### config.mk
export PLATFORM = sky130hd
export DESIGN_NAME = mem_stage_ctrl
export DESIGN_NICKNAME = d
export VERILOG_FILES = /design/src/rtl/mem_stage_ctrl.sv
export SDC_FILE = /design/constraint.sdc
export NUM_CORES = 1
export LEC_CHECK = 0
export ABC_AREA = 1
export CORE_MARGIN = 1
export CORE_UTILIZATION = 35
export CTS_CLUSTER_SIZE = 24
export DETAILED_ROUTE_END_ITERATION = 7
export PLACE_DENSITY = 0.76
export SKIP_LAST_GASP = 1
export SLEW_MARGIN = 15
export SYNTH_ARGS = -nofsm -noshare
export SYNTH_HDL_FRONTEND = slang
export SYNTH_SLANG_ARGS = --single-unit
export TNS_END_PERCENT = 1
### constraint.sdc
create_clock -name clock -period 3.3 [get_ports clock]
set_clock_uncertainty 0.2 [all_clocks]
set_input_delay 0.66 -clock clock [delete_from_list [all_inputs] [get_ports clock]]
set_output_delay 0.66 -clock clock [all_outputs]
set_load 0.01 [all_outputs]
### src/rtl/mem_stage_ctrl.sv
// Memory pipeline stage controller: decodes memory ops for the I/O mux, owns the
// call-stack pointer and aligns 1-cycle-latency read data into registered writeback outputs.
module mem_stage_ctrl #(
    parameter int unsigned STK_DEPTH_LOG2 = 8,
    parameter int unsigned RD_W           = 4
) (
    input  logic                      clock,
    input  logic                      reset_n,
    input  logic                      valid_in,
    input  logic [2:0]                op,
    input  logic [1:0]                space,
    input  logic [16:0]               addr_in,
    input  logic [11:0]               wdata_in,
    input  logic [13:0]               ret_addr_in,
    input  logic [RD_W-1:0]           rd_in,
    output logic                      main_mem_en,
    output logic                      prog_mem_en,
    output logic                      fb_en,
    output logic                      call_stk_en,
    output logic                      mem_wen,
    output logic [16:0]               addr_out,
    output logic [STK_DEPTH_LOG2-1:0] call_stk_addr_out,
    output logic [11:0]               data_out,
    output logic [13:0]               call_stk_data_out,
    input  logic [11:0]               rdata_in,
    input  logic [13:0]               call_stk_rdata_in,
    output logic                      wb_valid,
    output logic [RD_W-1:0]           wb_rd,
    output logic [11:0]               wb_data,
    output logic                      ret_valid,
    output logic [13:0]               ret_addr,
    output logic [STK_DEPTH_LOG2:0]   sp,
    output logic                      prog_wr_fault,
    output logic                      stk_overflow,
    output logic                      stk_underflow
);

    typedef enum logic [2:0] {
        OpNop   = 3'b000,
        OpLoad  = 3'b001,
        OpStore = 3'b010,
        OpCall  = 3'b011,
        OpRet   = 3'b100
    } op_e;

    typedef enum logic [1:0] {
        SpcMain = 2'b00,
        SpcProg = 2'b01,
        SpcFb   = 2'b10,
        SpcRsvd = 2'b11
    } space_e;

    // Kind of the op in flight between request and capture.
    typedef enum logic [2:0] {
        KindNone,
        KindLoad,
        KindLoadZero,
        KindRet,
        KindRetZero
    } kind_e;

    localparam logic [STK_DEPTH_LOG2:0] SpOne = {{STK_DEPTH_LOG2{1'b0}}, 1'b1};

    logic [STK_DEPTH_LOG2:0] sp_q, sp_d, sp_dec;
    logic                    sp_full, sp_empty;
    kind_e                   kind_q, kind_d;
    logic [RD_W-1:0]         rd_q;

    logic                    wb_valid_q;
    logic [RD_W-1:0]         wb_rd_q;
    logic [11:0]             wb_data_q;
    logic                    ret_valid_q;
    logic [13:0]             ret_addr_q;

    logic                    prog_wr_fault_q, stk_overflow_q, stk_underflow_q;
    logic                    prog_fault_set, overflow_set, underflow_set;
    logic                    is_store;

    // Occupancy never exceeds depth, so the MSB alone marks a full stack.
    assign sp_full  = sp_q[STK_DEPTH_LOG2];
    assign sp_empty = (sp_q == '0);
    assign sp_dec   = sp_q - SpOne;
    assign is_store = (op == OpStore);

    always_comb begin
        main_mem_en       = 1'b0;
        prog_mem_en       = 1'b0;
        fb_en             = 1'b0;
        call_stk_en       = 1'b0;
        mem_wen           = 1'b0;
        call_stk_addr_out = '0;
        addr_out          = '0;
        data_out          = '0;
        call_stk_data_out = '0;
        kind_d            = KindNone;
        sp_d              = sp_q;
        prog_fault_set    = 1'b0;
        overflow_set      = 1'b0;
        underflow_set     = 1'b0;

        if (reset_n) begin
            addr_out          = addr_in;
            data_out          = wdata_in;
            call_stk_data_out = ret_addr_in;
        end

        if (valid_in && reset_n) begin
            case (op)
                OpLoad, OpStore: begin
                    case (space)
                        SpcMain: begin
                            main_mem_en = 1'b1;
                            mem_wen     = is_store;
                        end
                        SpcProg: begin
                            if (is_store) begin
                                prog_fault_set = 1'b1;
                            end else begin
                                prog_mem_en = 1'b1;
                            end
                        end
                        SpcFb: begin
                            fb_en   = 1'b1;
                            mem_wen = is_store;
                        end
                        default: ;
                    endcase
                    if (!is_store) begin
                        kind_d = (space == SpcRsvd) ? KindLoadZero : KindLoad;
                    end
                end
                OpCall: begin
                    if (sp_full) begin
                        overflow_set = 1'b1;
                    end else begin
                        call_stk_en       = 1'b1;
                        mem_wen           = 1'b1;
                        call_stk_addr_out = sp_q[STK_DEPTH_LOG2-1:0];
                        sp_d              = sp_q + SpOne;
                    end
                end
                OpRet: begin
                    if (sp_empty) begin
                        underflow_set = 1'b1;
                        kind_d        = KindRetZero;
                    end else begin
                        call_stk_en       = 1'b1;
                        call_stk_addr_out = sp_dec[STK_DEPTH_LOG2-1:0];
                        sp_d              = sp_dec;
                        kind_d            = KindRet;
                    end
                end
                default: ;
            endcase
        end
    end

    always_ff @(posedge clock or negedge reset_n) begin
        if (!reset_n) begin
            sp_q            <= '0;
            kind_q          <= KindNone;
            rd_q            <= '0;
            prog_wr_fault_q <= 1'b0;
            stk_overflow_q  <= 1'b0;
            stk_underflow_q <= 1'b0;
        end else begin
            sp_q            <= sp_d;
            kind_q          <= kind_d;
            rd_q            <= rd_in;
            prog_wr_fault_q <= prog_wr_fault_q | prog_fault_set;
            stk_overflow_q  <= stk_overflow_q | overflow_set;
            stk_underflow_q <= stk_underflow_q | underflow_set;
        end
    end

    // Capture stage: read data arrives the cycle after the request.
    always_ff @(posedge clock or negedge reset_n) begin
        if (!reset_n) begin
            wb_valid_q  <= 1'b0;
            wb_rd_q     <= '0;
            wb_data_q   <= '0;
            ret_valid_q <= 1'b0;
            ret_addr_q  <= '0;
        end else begin
            wb_valid_q  <= (kind_q == KindLoad) || (kind_q == KindLoadZero);
            ret_valid_q <= (kind_q == KindRet) || (kind_q == KindRetZero);
            if (kind_q == KindLoad) begin
                wb_rd_q   <= rd_q;
                wb_data_q <= rdata_in;
            end else if (kind_q == KindLoadZero) begin
                wb_rd_q   <= rd_q;
                wb_data_q <= '0;
            end
            if (kind_q == KindRet) begin
                ret_addr_q <= call_stk_rdata_in;
            end else if (kind_q == KindRetZero) begin
                ret_addr_q <= '0;
            end
        end
    end

    assign wb_valid      = wb_valid_q;
    assign wb_rd         = wb_rd_q;
    assign wb_data       = wb_data_q;
    assign ret_valid     = ret_valid_q;
    assign ret_addr      = ret_addr_q;
    assign sp            = sp_q;
    assign prog_wr_fault = prog_wr_fault_q;
    assign stk_overflow  = stk_overflow_q;
    assign stk_underflow = stk_underflow_q;

endmodule
==> results.ini <==
[clock_network]
cts_buffers=5
clockBufferDepth=2
root_buffer=clkbuf_8
cts_setup_buffers=0
cts_tree=yes
htree_num_levels=2
cts_sinks=51
clk-insertion-delay-late_ns=0.30
path_clk_slew_ns=0.09

[synthesis]
synthCells=440
synth-xor-area-share_pct=1.18
yosysTopAreaCell=dfrtp_1
syn_area_um2=2970
synth_compound_area_share_pct=7.38
synthSimpleGateAreaFrac_pct=34.0
syn_avg_cell_area_um2=6.75
synth_seq_area_share_pct=43.0
ys_ff_latch=51
synthAdderAreaFrac_pct=1.26
synth_top_area_share_pct=43.0
synthMuxAreaShare_pct=0
yosysWarnings=0
syn-num-nets=524
synth_top_family_by_area=simple AND/OR/NAND/NOR gates
yosysUniqueCellTypes=27
synthTopCellsByArea=dfrtp_1 (43%), nand2_1 (21%), inv_1 (10%)

[placement]
dp.cells=720
dp_hpwl_um=7130
gp_congestion=0.887
pre_cts_ws_ns=-0.0611
io_buffer_count=180

[grt]
globalRouteMet2Util_pct=35.8
grt_overflow=0
track_usage_pct=20.6
grt_pass1_wl_um=14500
grt_use_met3_pct=4.21
grt_pass1_vias=3076
gr-max-usage-layer=met2
grtUsageMet1_pct=26.8
antenna_found_initial=0
grt_max_degree=31

[detailed_routing]
drc=0
via_count=3316
drtAntennaViolNets=0
wirelength_um=9240
drt-initial-drc-count=135
firstDrtPassIters=5
drt-wirelength-per-cell_um=12.7
viasPerCell=4.55

[timing]
min_period_ns=3.27
worst_pin_slew_ns=0.503
finalHoldViolations=0
max_freq_ghz=0.306
setup_ws_ns=0.0282
slew_headroom_pct=66.4
setup_violations=0
maxSlewViolCount=0
tns_ns=0
rsz0062_at_grt=true
fin_crit_sh_pct=99.1

[die]
num_rows=33
fp.dieH_um=94.1
fp.dieW_um=94.1
dieArea_um2=8850
start_util_pct=36.1
coreArea_um2=8220
pin_count=181

[power]
finalPower_uw=2920
leakage_uw=0.00261
p_per_area_nw_per_um2=581
ir_drop_mv=0.339

[setup_path]
worstSetupPathType=input port to output port
required_ns=2.44
worstPathArrival_ns=2.41
endpoint_kind=output port
cp_max_fo=7
cp-start-kind=input port

[cells_and_area]
n_fill_cell=725
finalNonFillerCells=728
multi_input_area_um2=1310
syn_to_final_growth_pct=69.4
layout.nets=706
drive_gt1_share_pct=5.78
insertedDiodeCount=0
final_cell_mix=clkdlybuf4s50_1 (178), nand2_1 (165), inv_1 (79), dfrtp_1 (51), nand3_1 (45)
seqCellArea_um2=1280
layout_commonest_cell=clkdlybuf4s50_1

[flow_run]
drv_cap=0

[hold_path]
hold_class=input port to asynchronous set/reset pin

[outcome]
outcome=finished clean

[state kept, by name, indices dropped and copies added (netlist names)]
name / count
kind_q: 3
prog_wr_fault: 1
rd_q: 4
ret_addr: 14
ret_valid: 1
sp: 9
stk_overflow: 1
stk_underflow: 1
wb_data: 12
wb_rd: 4
wb_valid: 1
[worst max-delay path, cell delays in order]
cell and delay, ns:
clkdlybuf4s50_1 0.49, inv_2 0.09, nand3_1 0.12, nor2_4 0.15, buf_12 0.13, nand2_1 0.04, a21oi_1 0.16, clkdlybuf4s50_1 0.55
[layer usage]
layer	part of all wire, %	vias up
met3	7.3	11
met2	48	138
met4	0.66	0
met1	44	1483
met5	0	-
li1	-	1684
[cells by family (layout without fill, tap and decap cells)]
logic type | Yosys count | in the layout
buffers and inverters | 102 | 285
xor gates and xnor gates | 4 | 4
AOI/OAI and AO/OA | 40 | 40
and+or+nand+nor | 240 | 240
adders and majority gates | 3 | 3
DFF | 51 | 51
[path summary, 6_finish.rpt]
| path | end | slack (ns) | startpoint | cells past startpoint |
|---|---|---|---|---|
| min reg2reg | wb_rd[2] | 0.26 | rd_q[2] | 2 |
| max in group asynchronous | sp[6] | 1.84 | reset_n | 3 |
| max | call_stk_addr_out[6] | 0.03 | op[2] | 8 |
| min in group clock | wb_rd[2] | 0.26 | rd_q[2] | 2 |
| min | prog_wr_fault | 0.04 | reset_n | 1 |
| max reg2reg | sp[1] | 1.40 | sp[0] | 10 |
[cells in the mapped netlist, drive strengths merged]
master	instances
o21bai	2
nor2	19
xor2	3
nand3	46
clkbuf	9
buf	6
nand4	1
a21oi	13
nor3	3
nor4	2
nand3b	1
or2	1
ha	3
dfrtp	51
inv	87
xnor2	1
a22oi	1
o21ai	24
nand2	167
[layout make-up]
| class | count | area share [%] |
|---|---|---|
| repair buffers | 190 | 37.6 |
| multi-input cells | 287 | 26.0 |
| flip-flops and latches | 51 | 25.4 |
| inverters | 87 | 6.49 |
| well taps | 105 | 2.61 |
| clock buffers | 6 | 1.64 |
| clock inverters | 2 | 0.323 |
[through the flow]
| stage | area (um2) | util [%] | hold WS, ns |
|---|---|---|---|
| 6_report | 5030 | 61.2 | 0.0377 |
| 5_1_grt | 5030 | 61.2 | 0.0209 |
| 4_1_cts | 5030 | 61.2 | 0.0267 |
| 3_5_place_dp | 4920 | 59.9 | 0.234 |
| 3_3_place_gp | 4920 | 59.9 | 0.228 |
| 2_1_floorplan | 2970 | - | 0.164 |
[power breakdown]
part	internal (uW)	switching, uW	total (uW)
sequential	847	196	1040
clock	172	209	380
combinational	779	720	1500
total	1800	1120	2920
[what timing repair did]
item | CTS | global route
hold buffers | 0 | 0
endpoints found under the setup margin | 6 | 11
resized for setup | 1 | 1
Power figures use the tool's default switching activity.
